===== config.mk =====
export PLATFORM = sky130hd
export DESIGN_NAME = spi_cmd_tx
export DESIGN_NICKNAME = d
export VERILOG_FILES = /design/src/rtl/synth_spi_pkg.sv /design/src/rtl/spi_tick_gen.sv /design/src/rtl/spi_cmd_tx.sv
export SDC_FILE = /design/constraint.sdc
export NUM_CORES = 1
export LEC_CHECK = 0
export ABC_AREA = 1
export CORE_MARGIN = 2
export CORE_UTILIZATION = 55
export DETAILED_ROUTE_END_ITERATION = 12
export PLACE_DENSITY_LB_ADDON = 0.05
export SYNTH_ARGS = -nofsm -noshare
export SYNTH_HDL_FRONTEND = slang
export SYNTH_SLANG_ARGS = --single-unit

===== constraint.sdc =====
create_clock -name sys_clk -period 4.4 [get_ports sys_clk]
set_clock_uncertainty 0.1 [all_clocks]
set_input_delay 0.44 -clock sys_clk [delete_from_list [all_inputs] [get_ports sys_clk]]
set_output_delay 0.44 -clock sys_clk [all_outputs]
set_load 0.05 [all_outputs]

===== src/rtl/synth_spi_pkg.sv =====
// Shared definitions for the synthesizer SPI control path.
//  - spi_state_e    : frame sequencer states used by spi_cmd_tx
//  - *_WIDTH_DEF    : default field widths of a control packet
//  - CMD_*          : command opcodes, shared with the command decoder
package synth_spi_pkg;

   typedef enum logic [2:0] {
      IDLE  = 3'd0,
      SETUP = 3'd1,
      SHIFT = 3'd2,
      HOLD  = 3'd3,
      GAP   = 3'd4
   } spi_state_e;

   localparam int CMD_WIDTH_DEF    = 8;
   localparam int DATA_WIDTH_DEF   = 16;
   localparam int PACKET_WIDTH_DEF = CMD_WIDTH_DEF + DATA_WIDTH_DEF;

   localparam logic [7:0] CMD_SET_FREQ  = 8'h01;
   localparam logic [7:0] CMD_SET_AMP   = 8'h03;
   localparam logic [7:0] CMD_WRITE_REG = 8'hA5;

endpackage


===== src/rtl/spi_tick_gen.sv =====
// Half-period tick generator for the SPI initiator.
// Ports:
//  sys_clk  in   system clock (rising edge)
//  rst      in   synchronous active-high reset
//  clr_i    in   synchronous clear; restarts the half-period from zero
//  tick_o   out  high in the last cycle of every CLK_DIV-cycle half-period
module spi_tick_gen #(
   parameter int CLK_DIV = 4
) (
   input  logic sys_clk,
   input  logic rst,
   input  logic clr_i,
   output logic tick_o
);

   localparam int CW = (CLK_DIV > 1) ? $clog2(CLK_DIV) : 1;
   localparam logic [CW-1:0] LAST = CW'(CLK_DIV - 1);

   logic [CW-1:0] cnt_q, cnt_d;

   always_comb begin
      tick_o = (cnt_q == LAST);
      cnt_d  = cnt_q + 1'b1;
      // Wrap explicitly so non-power-of-two dividers keep an exact period.
      if (clr_i || tick_o) begin
         cnt_d = '0;
      end
   end

   always_ff @(posedge sys_clk) begin
      if (rst) begin
         cnt_q <= '0;
      end else begin
         cnt_q <= cnt_d;
      end
   end

endmodule


===== src/rtl/spi_cmd_tx.sv =====
// SPI initiator for synthesizer control packets {cmd_word, data_word}, MSB first.
// CPOL=0 / CPHA=0: sclk idles low, mosi changes on falling sclk.
// Ports:
//  sys_clk    in   system clock (rising edge)
//  rst        in   synchronous active-high reset; aborts any frame in flight
//  cmd_word   in   command field of the request
//  data_word  in   data field of the request
//  req_valid  in   request present
//  req_ready  out  pending slot empty; transfer when req_valid && req_ready
//  sclk       out  SPI clock
//  mosi       out  SPI data
//  csb        out  chip select, active low
//  busy       out  high from frame load until the end of the inter-frame gap
//  done       out  one-cycle pulse in the cycle csb returns high
// All outputs come straight from flops so sclk/csb are glitch-free.
module spi_cmd_tx
   import synth_spi_pkg::*;
#(
   parameter int CMD_WIDTH    = CMD_WIDTH_DEF,
   parameter int DATA_WIDTH   = DATA_WIDTH_DEF,
   parameter int PACKET_WIDTH = PACKET_WIDTH_DEF,
   parameter int CLK_DIV      = 4,
   parameter int CS_GAP       = 2
) (
   input  logic                  sys_clk,
   input  logic                  rst,
   input  logic [CMD_WIDTH-1:0]  cmd_word,
   input  logic [DATA_WIDTH-1:0] data_word,
   input  logic                  req_valid,
   output logic                  req_ready,
   output logic                  sclk,
   output logic                  mosi,
   output logic                  csb,
   output logic                  busy,
   output logic                  done
);

   localparam int BW = $clog2(PACKET_WIDTH + 1);
   localparam int GW = $clog2(CS_GAP + 1);
   localparam logic [BW-1:0] LAST_BIT = BW'(PACKET_WIDTH - 1);
   localparam logic [GW-1:0] LAST_GAP = GW'(CS_GAP - 1);

   spi_state_e              state_q, state_d;
   logic [PACKET_WIDTH-1:0] slot_q, slot_d;
   logic                    slot_full_q, slot_full_d;
   logic                    ready_q, ready_d;
   logic [PACKET_WIDTH-1:0] shift_q, shift_d;
   logic [BW-1:0]           bit_cnt_q, bit_cnt_d;
   logic [GW-1:0]           gap_cnt_q, gap_cnt_d;
   logic                    sclk_q, sclk_d;
   logic                    mosi_q, mosi_d;
   logic                    csb_q, csb_d;
   logic                    busy_q, busy_d;
   logic                    done_q, done_d;
   logic                    tick;
   logic                    load;
   logic                    accept;

   // The divider restarts on every frame load so SETUP is exactly one half-period.
   spi_tick_gen #(
      .CLK_DIV (CLK_DIV)
   ) u_tick (
      .sys_clk (sys_clk),
      .rst     (rst),
      .clr_i   (load),
      .tick_o  (tick)
   );

   always_comb begin
      state_d     = state_q;
      slot_d      = slot_q;
      slot_full_d = slot_full_q;
      shift_d     = shift_q;
      bit_cnt_d   = bit_cnt_q;
      gap_cnt_d   = gap_cnt_q;
      sclk_d      = sclk_q;
      mosi_d      = mosi_q;
      csb_d       = csb_q;
      busy_d      = busy_q;
      done_d      = 1'b0;
      load        = 1'b0;

      // ready_q mirrors !slot_full_q, so accept and load can never coincide.
      accept = req_valid && ready_q;
      if (accept) begin
         slot_d      = {cmd_word, data_word};
         slot_full_d = 1'b1;
      end

      unique case (state_q)
         IDLE: begin
            if (slot_full_q) begin
               load = 1'b1;
            end
         end
         SETUP: begin
            if (tick) begin
               state_d = SHIFT;
            end
         end
         SHIFT: begin
            if (tick) begin
               if (!sclk_q) begin
                  sclk_d = 1'b1;
               end else begin
                  sclk_d = 1'b0;
                  if (bit_cnt_q == LAST_BIT) begin
                     // Final fall: mosi stays on the LSB through HOLD.
                     bit_cnt_d = '0;
                     state_d   = HOLD;
                  end else begin
                     bit_cnt_d = bit_cnt_q + 1'b1;
                     shift_d   = {shift_q[PACKET_WIDTH-2:0], 1'b0};
                     mosi_d    = shift_q[PACKET_WIDTH-2];
                  end
               end
            end
         end
         HOLD: begin
            if (tick) begin
               state_d   = GAP;
               csb_d     = 1'b1;
               done_d    = 1'b1;
               mosi_d    = 1'b0;
               gap_cnt_d = '0;
            end
         end
         GAP: begin
            if (tick) begin
               if (gap_cnt_q == LAST_GAP) begin
                  gap_cnt_d = '0;
                  if (slot_full_q) begin
                     load = 1'b1;
                  end else begin
                     state_d = IDLE;
                     busy_d  = 1'b0;
                  end
               end else begin
                  gap_cnt_d = gap_cnt_q + 1'b1;
               end
            end
         end
         default: begin
            state_d = IDLE;
         end
      endcase

      if (load) begin
         state_d     = SETUP;
         shift_d     = slot_q;
         mosi_d      = slot_q[PACKET_WIDTH-1];
         sclk_d      = 1'b0;
         csb_d       = 1'b0;
         busy_d      = 1'b1;
         bit_cnt_d   = '0;
         slot_full_d = 1'b0;
      end

      ready_d = !slot_full_d;
   end

   always_ff @(posedge sys_clk) begin
      if (rst) begin
         state_q     <= IDLE;
         slot_q      <= '0;
         slot_full_q <= 1'b0;
         ready_q     <= 1'b1;
         shift_q     <= '0;
         bit_cnt_q   <= '0;
         gap_cnt_q   <= '0;
         sclk_q      <= 1'b0;
         mosi_q      <= 1'b0;
         csb_q       <= 1'b1;
         busy_q      <= 1'b0;
         done_q      <= 1'b0;
      end else begin
         state_q     <= state_d;
         slot_q      <= slot_d;
         slot_full_q <= slot_full_d;
         ready_q     <= ready_d;
         shift_q     <= shift_d;
         bit_cnt_q   <= bit_cnt_d;
         gap_cnt_q   <= gap_cnt_d;
         sclk_q      <= sclk_d;
         mosi_q      <= mosi_d;
         csb_q       <= csb_d;
         busy_q      <= busy_d;
         done_q      <= done_d;
      end
   end

   assign req_ready = ready_q;
   assign sclk      = sclk_q;
   assign mosi      = mosi_q;
   assign csb       = csb_q;
   assign busy      = busy_q;
   assign done      = done_q;

endmodule

* Word-level counts from Yosys, hierarchy flattened *
Index checks and enable logic that the tools add are counted.

operators by class
  bitwise gates (word level) = 2
  reduce and logical (&&, ||, !) cells = 24
  muxes and demuxes = 42
  add/sub/neg operators = 3
  equality and inequality tests = 27

operator list
  cell                                                                   count
  23-bit two-way mux                                                     5
  3-bit by 2-bit != test with 1-bit output, second input constant        9
  3-bit two-way mux                                                      8
  1-bit two-way mux                                                      21
  9-bit AND reduction                                                    2
  2-bit != test, second input constant                                   8
  3-bit case mux with 5 select lines                                     1
  2-bit nonzero test                                                     7
  4-bit AND reduction                                                    2
  3-bit by 2-bit equality test with 1-bit output, second input constant  2
  2-bit two-way mux                                                      3
  2-bit by 1-bit != test with 1-bit output, second input constant        3
  3-bit AND reduction                                                    2
  2-bit OR reduction                                                     3
  5-bit by 1-bit adder with 5-bit output, second input constant          1
  5-bit equality test, second input constant                             1
  5-bit two-way mux                                                      1
  5-bit AND reduction                                                    1
  2-bit by 1-bit adder with 2-bit output, second input constant          2
  1-bit case mux with 2 select lines                                     2
  2-bit case mux with 2 select lines                                     1
  2-bit AND reduction                                                    2
  3-bit by 1-bit equality test with 1-bit output, second input constant  1
  3-bit equality test, second input constant                             1
  other kinds (8)                                                        9

storage, ports and cells
  register bits = 66

* Longest topological paths before layout *
  depth after elaboration = 6
  mapped depth = 10

* By module *
From an unflattened synthesis, not the netlist that was laid out.

unflattened totals
  cells, all modules = 364
  area, all modules = 2,781.4 µm²

by module, submodules not included
  module        area an instance (µm²)  instances  cells an instance
  spi_cmd_tx    2,706.3                 1          355
  spi_tick_gen  75.1                    1          9

* Least setup slack after synthesis *
OpenSTA, ideal clock, no wires.

  kind = reg2reg
  from = register sclk_q, in the netlist sclk
  to = register shift_q[12]
  setup time = 0.116 ns
  arrival time = 1.553 ns
  clock period less this slack = 1.769 ns
  stages on the path, launching flop included = 9
  path slack = 2.631 ns
  path through = dfxtp_1 > nand2_2 > nor3_4 > nand2_2 > nand2_4 > inv_2 > buf_6 > nor2_1 > nor2_1

between the ends
  word-level cells in the longest chain between the ends = 2

ends and longest elaborated chain
  item                                  line               RTL
  start: declaration                    spi_cmd_tx.sv:50   logic sclk_q, sclk_d;
  start signal: assignment              spi_cmd_tx.sv:184  sclk_q <= sclk_d;
  2-bit nonzero test (no source line)   -
  4-bit AND reduction (no source line)  -
  end signal: assignment                spi_cmd_tx.sv:181  shift_q <= shift_d;
  end: declaration                      spi_cmd_tx.sv:47   logic [PACKET_WIDTH-1:0] shift_q, shift_d;

No other way between the ends.
A chain may end at the register's enable or synchronous reset.

* Worst setup path in the final report *
  from = register u_tick.cnt_q[0]
  to = register shift_q[9]

between the ends
  word-level cells in the longest chain between the ends = 5

ends and longest elaborated chain
  item                                                                                                    line                RTL
  start: declaration                                                                                      spi_tick_gen.sv:19  logic [CW-1:0] cnt_q, cnt_d;
  start signal: assignment                                                                                spi_tick_gen.sv:34  cnt_q <= cnt_d;
  2-bit equality test *                                                                                   spi_tick_gen.sv:22  tick_o = (cnt_q == LAST);
  via tick                                                                                                spi_cmd_tx.sv:55    logic tick;
  1-bit two-way mux                                                                                       spi_cmd_tx.sv:129   if (tick) begin
  1-bit case mux with 2 select lines                                                                      spi_cmd_tx.sv:90    unique case (state_q)
  2-bit by 1-bit != test with 1-bit output (no source line) / 2-bit nonzero test (equally long branches)  -
  4-bit AND reduction (no source line)                                                                    -

Mark *: on every way through the listed nets, which the timed path passes. The rest lies on a longest branch.

==> impl_results.md <==
- Worst VDD drop: 0.000292 V
- CP required: 4560 ps
- Slowest cell delay on critical path: 370 ps
- Status: completed
- WHS: 334 ps
- Compound-Gate Fraction of Synth Area: 17.6%
- Number of global-route vias before repair: 2180
- Wirelength per Cell: 11.0 µm
- Most used DFF post-synth: dfxtp_1
- Initial antenna violation count: 0
- Async set-reset flop share out of synthesis: 0%
- DRC Markers: 0
- Top cells by area, synth: dfxtp_1, o21ai_0, nor2_1
- Clock buffer depth: 2
- Max_slew headroom: 62.3%
- Worst-path clk slew: 60 ps
- Slowest cell on the critical path: inv_2
- Top Ports: 33
- PD cells: 506 nW/µm²
- Number of max-cap violations: 0
- Post-DRT Antenna Nets: 0
- Fill cells: 423
- 1st-iter DRT viols: 108
- Setup TNS: 0 ps
- Post-Layout Inst Area: 3230 µm²
- Dominant cell type by area after synthesis: dfxtp_1
- TritonRoute pass-1 iters: 4
- Critical path arrival: 2330 ps
- Vias: 2413
- GRT Resource Usage Total: 21.1%
- Crit. End Element: flip-flop
- Most frequent cell after synthesis: nor2_1
- Period utilisation layout: 49.5%
- Total core area: 4790 µm²
- P_leak: 1.33 nW
- DIE WIDTH: 75.0 µm
- Worst-path cell chain: ha_1, nand3_1, nand2_1, nand2_4, nand2_4, inv_2, nor2_1, nor2_1
- Routed WL: 5250 µm
- Total clock sinks: 66
- Critical path buffers and inverters: 1
- Post-place instance area: 3080 µm²
- Setup Fix Bufs, Post-CTS: 0
- Synth Instances: 384
- Pins Over Slew Limit: 0
- Initial Util: 57.9%
- Largest family of logic cells by synthesized area: simple AND/OR/NAND/NOR gates
- CTS tree: yes
- Worst-skew pair later-pin latency: 320 ps
- EDFF count, synth: 0
- Diode count: 0
- Post-Syn Area: 2770 µm²
- Synthesis-stage register bit count: 66
- PostCTS Resize Cnt: 0
- Full die area: 5620 µm²
- Mux contribution to synthesized area: 0%
- Gr ovfl total: 0
- FP Rows: 25
- Area Overhead vs Synth: 16.7%
- Pwr Total: 1.64 mW
- Worst-margin pin slew: 565 ps
- Vias per cell: 5.04
- Final setup viols: 0
- Fraction of layout cells with a size suffix above 1: 6.55%
- Crit path max-delay family: simple AND/OR/NAND/NOR gates
- Syn_area_per_cell: 7.21 µm²
- Cell chosen for the clock root: clkbuf_8
- Tmin final: 2180 ps
- CTS Buf Count: 9
- Sequential area share after synthesis: 47.7%
- Final Core Density: 67.5%
- Synth top cells by count: nor2_1, dfxtp_1, nand2_1
- Adder-Cell Fraction of Synth Area: 0.904%
- Synth cell types: 27
- Hold_buf cts: 0
- Die H: 75.0 µm
- H-tree levels: 3
- DP HPWL: 3530 µm
- Crit path max fanout: 45
- Peak Freq: 459 MHz
- Crit Path Class: flip-flop to flip-flop
- RSZ-0062 raised after global routing: false
- Synth Area in Simple Gates: 25.0%
- Syn nets: 413
- Layout net count: 440
- RePlAce Congestion: 0.907
- Synth Area in XOR/XNOR: 0.316%
- Number of I/O port buffers: 32
- Setup crit start kind: flip-flop
- Count of final hold-check violations: 0
- Yosys top cell area share: 47.7%
- First-pass GRT wire length: 9180 µm
- Warnings, synthesis: 0
- Hold crit path type: flip-flop to flip-flop
- Largest net degree at the start of global routing: 46
-- path summary, 6_finish.rpt --
path / startpoint / to / slack [ps] / cells after the start
max: u_tick.cnt_q[0] / shift_q[9] / 2220 / 8
min: u_tick.cnt_q[0] / u_tick.cnt_q[0] / 330 / 1
max reg2reg: u_tick.cnt_q[0] / shift_q[9] / 2220 / 8
min reg2reg: u_tick.cnt_q[0] / u_tick.cnt_q[0] / 330 / 1
-- stage by stage --
step | cells | setup slack (ps)
2_1_floorplan | 384 | 2630
3_3_place_gp | 467 | 2150
3_5_place_dp | 467 | 2100
4_1_cts | 479 | 2210
5_1_grt | 479 | 1950
6_report | 479 | 2220
-- cell usage in the layout (no fill, tap or decap), drive strengths merged, types with 2 or more instances in the layout --
master | Yosys | final
inv | 35 | 35
ha | 2 | 2
buf | 9 | 2
nor3 | 4 | 4
nand3 | 8 | 8
nor2 | 81 | 81
clkdlybuf4s50 | 0 | 32
dfxtp | 66 | 66
clkbuf | 9 | 11
o21ai | 68 | 68
nand2 | 70 | 70
a21oi | 27 | 27
-- final cells by class --
class | count | area, µm² | area share, %
clock buffers | 11 | 141 | 4.38
multi-input cells | 265 | 1210 | 37.5
clock inverters | 1 | 5.00 | 0.155
flip-flops and latches | 66 | 1320 | 40.9
repair buffers | 34 | 335 | 10.4
inverters | 35 | 131 | 4.07
well taps | 67 | 83.8 | 2.59
-- cell families (layout without fill, tap and decap cells) --
kind of cell	after synthesis	in the layout
AND/OR/NAND/NOR	166	166
AO/OA/AOI/OAI	96	96
flip-flops	66	66
buffers and inverters	53	81
adder cells (fa/ha/maj)	2	2
XOR/XNOR	1	1
-- metal layers --
layer / vias to the layer above / track usage, % / share of wire (%)
met5: - / 0 / 0
met4: 0 / 11.3 / 2.0
met3: 11 / 4.15 / 3.4
met2: 51 / 34.5 / 47
met1: 1079 / 26.2 / 47
li1: 1272 / - / -
-- sequential cells by signal (all words and copies together), names as in the netlist, 2 cells and up --
| signal | flops |
|---|---|
| bit_cnt_q | 5 |
| gap_cnt_q | 2 |
| shift_q | 23 |
| slot_q | 24 |
| state_q | 3 |
| u_tick.cnt_q | 2 |
-- report_power, final --
part	total [mW]	internal, mW	leakage, nW	switching [mW]
Sequential	0.756	0.703	0.543	0.0533
Clock	0.397	0.206	0.0770	0.191
Combinational	0.482	0.168	0.714	0.314
Total	1.64	1.08	1.33	0.558
-- worst register-to-register path, stage by stage, from the launching register on --
cell	delay [ps]
dfxtp_1	310
ha_1	260
nand3_1	140
nand2_1	100
nand2_4	350
nand2_4	250
inv_2	370
nor2_1	110
nor2_1	120
(Power assumes the default switching activity.)
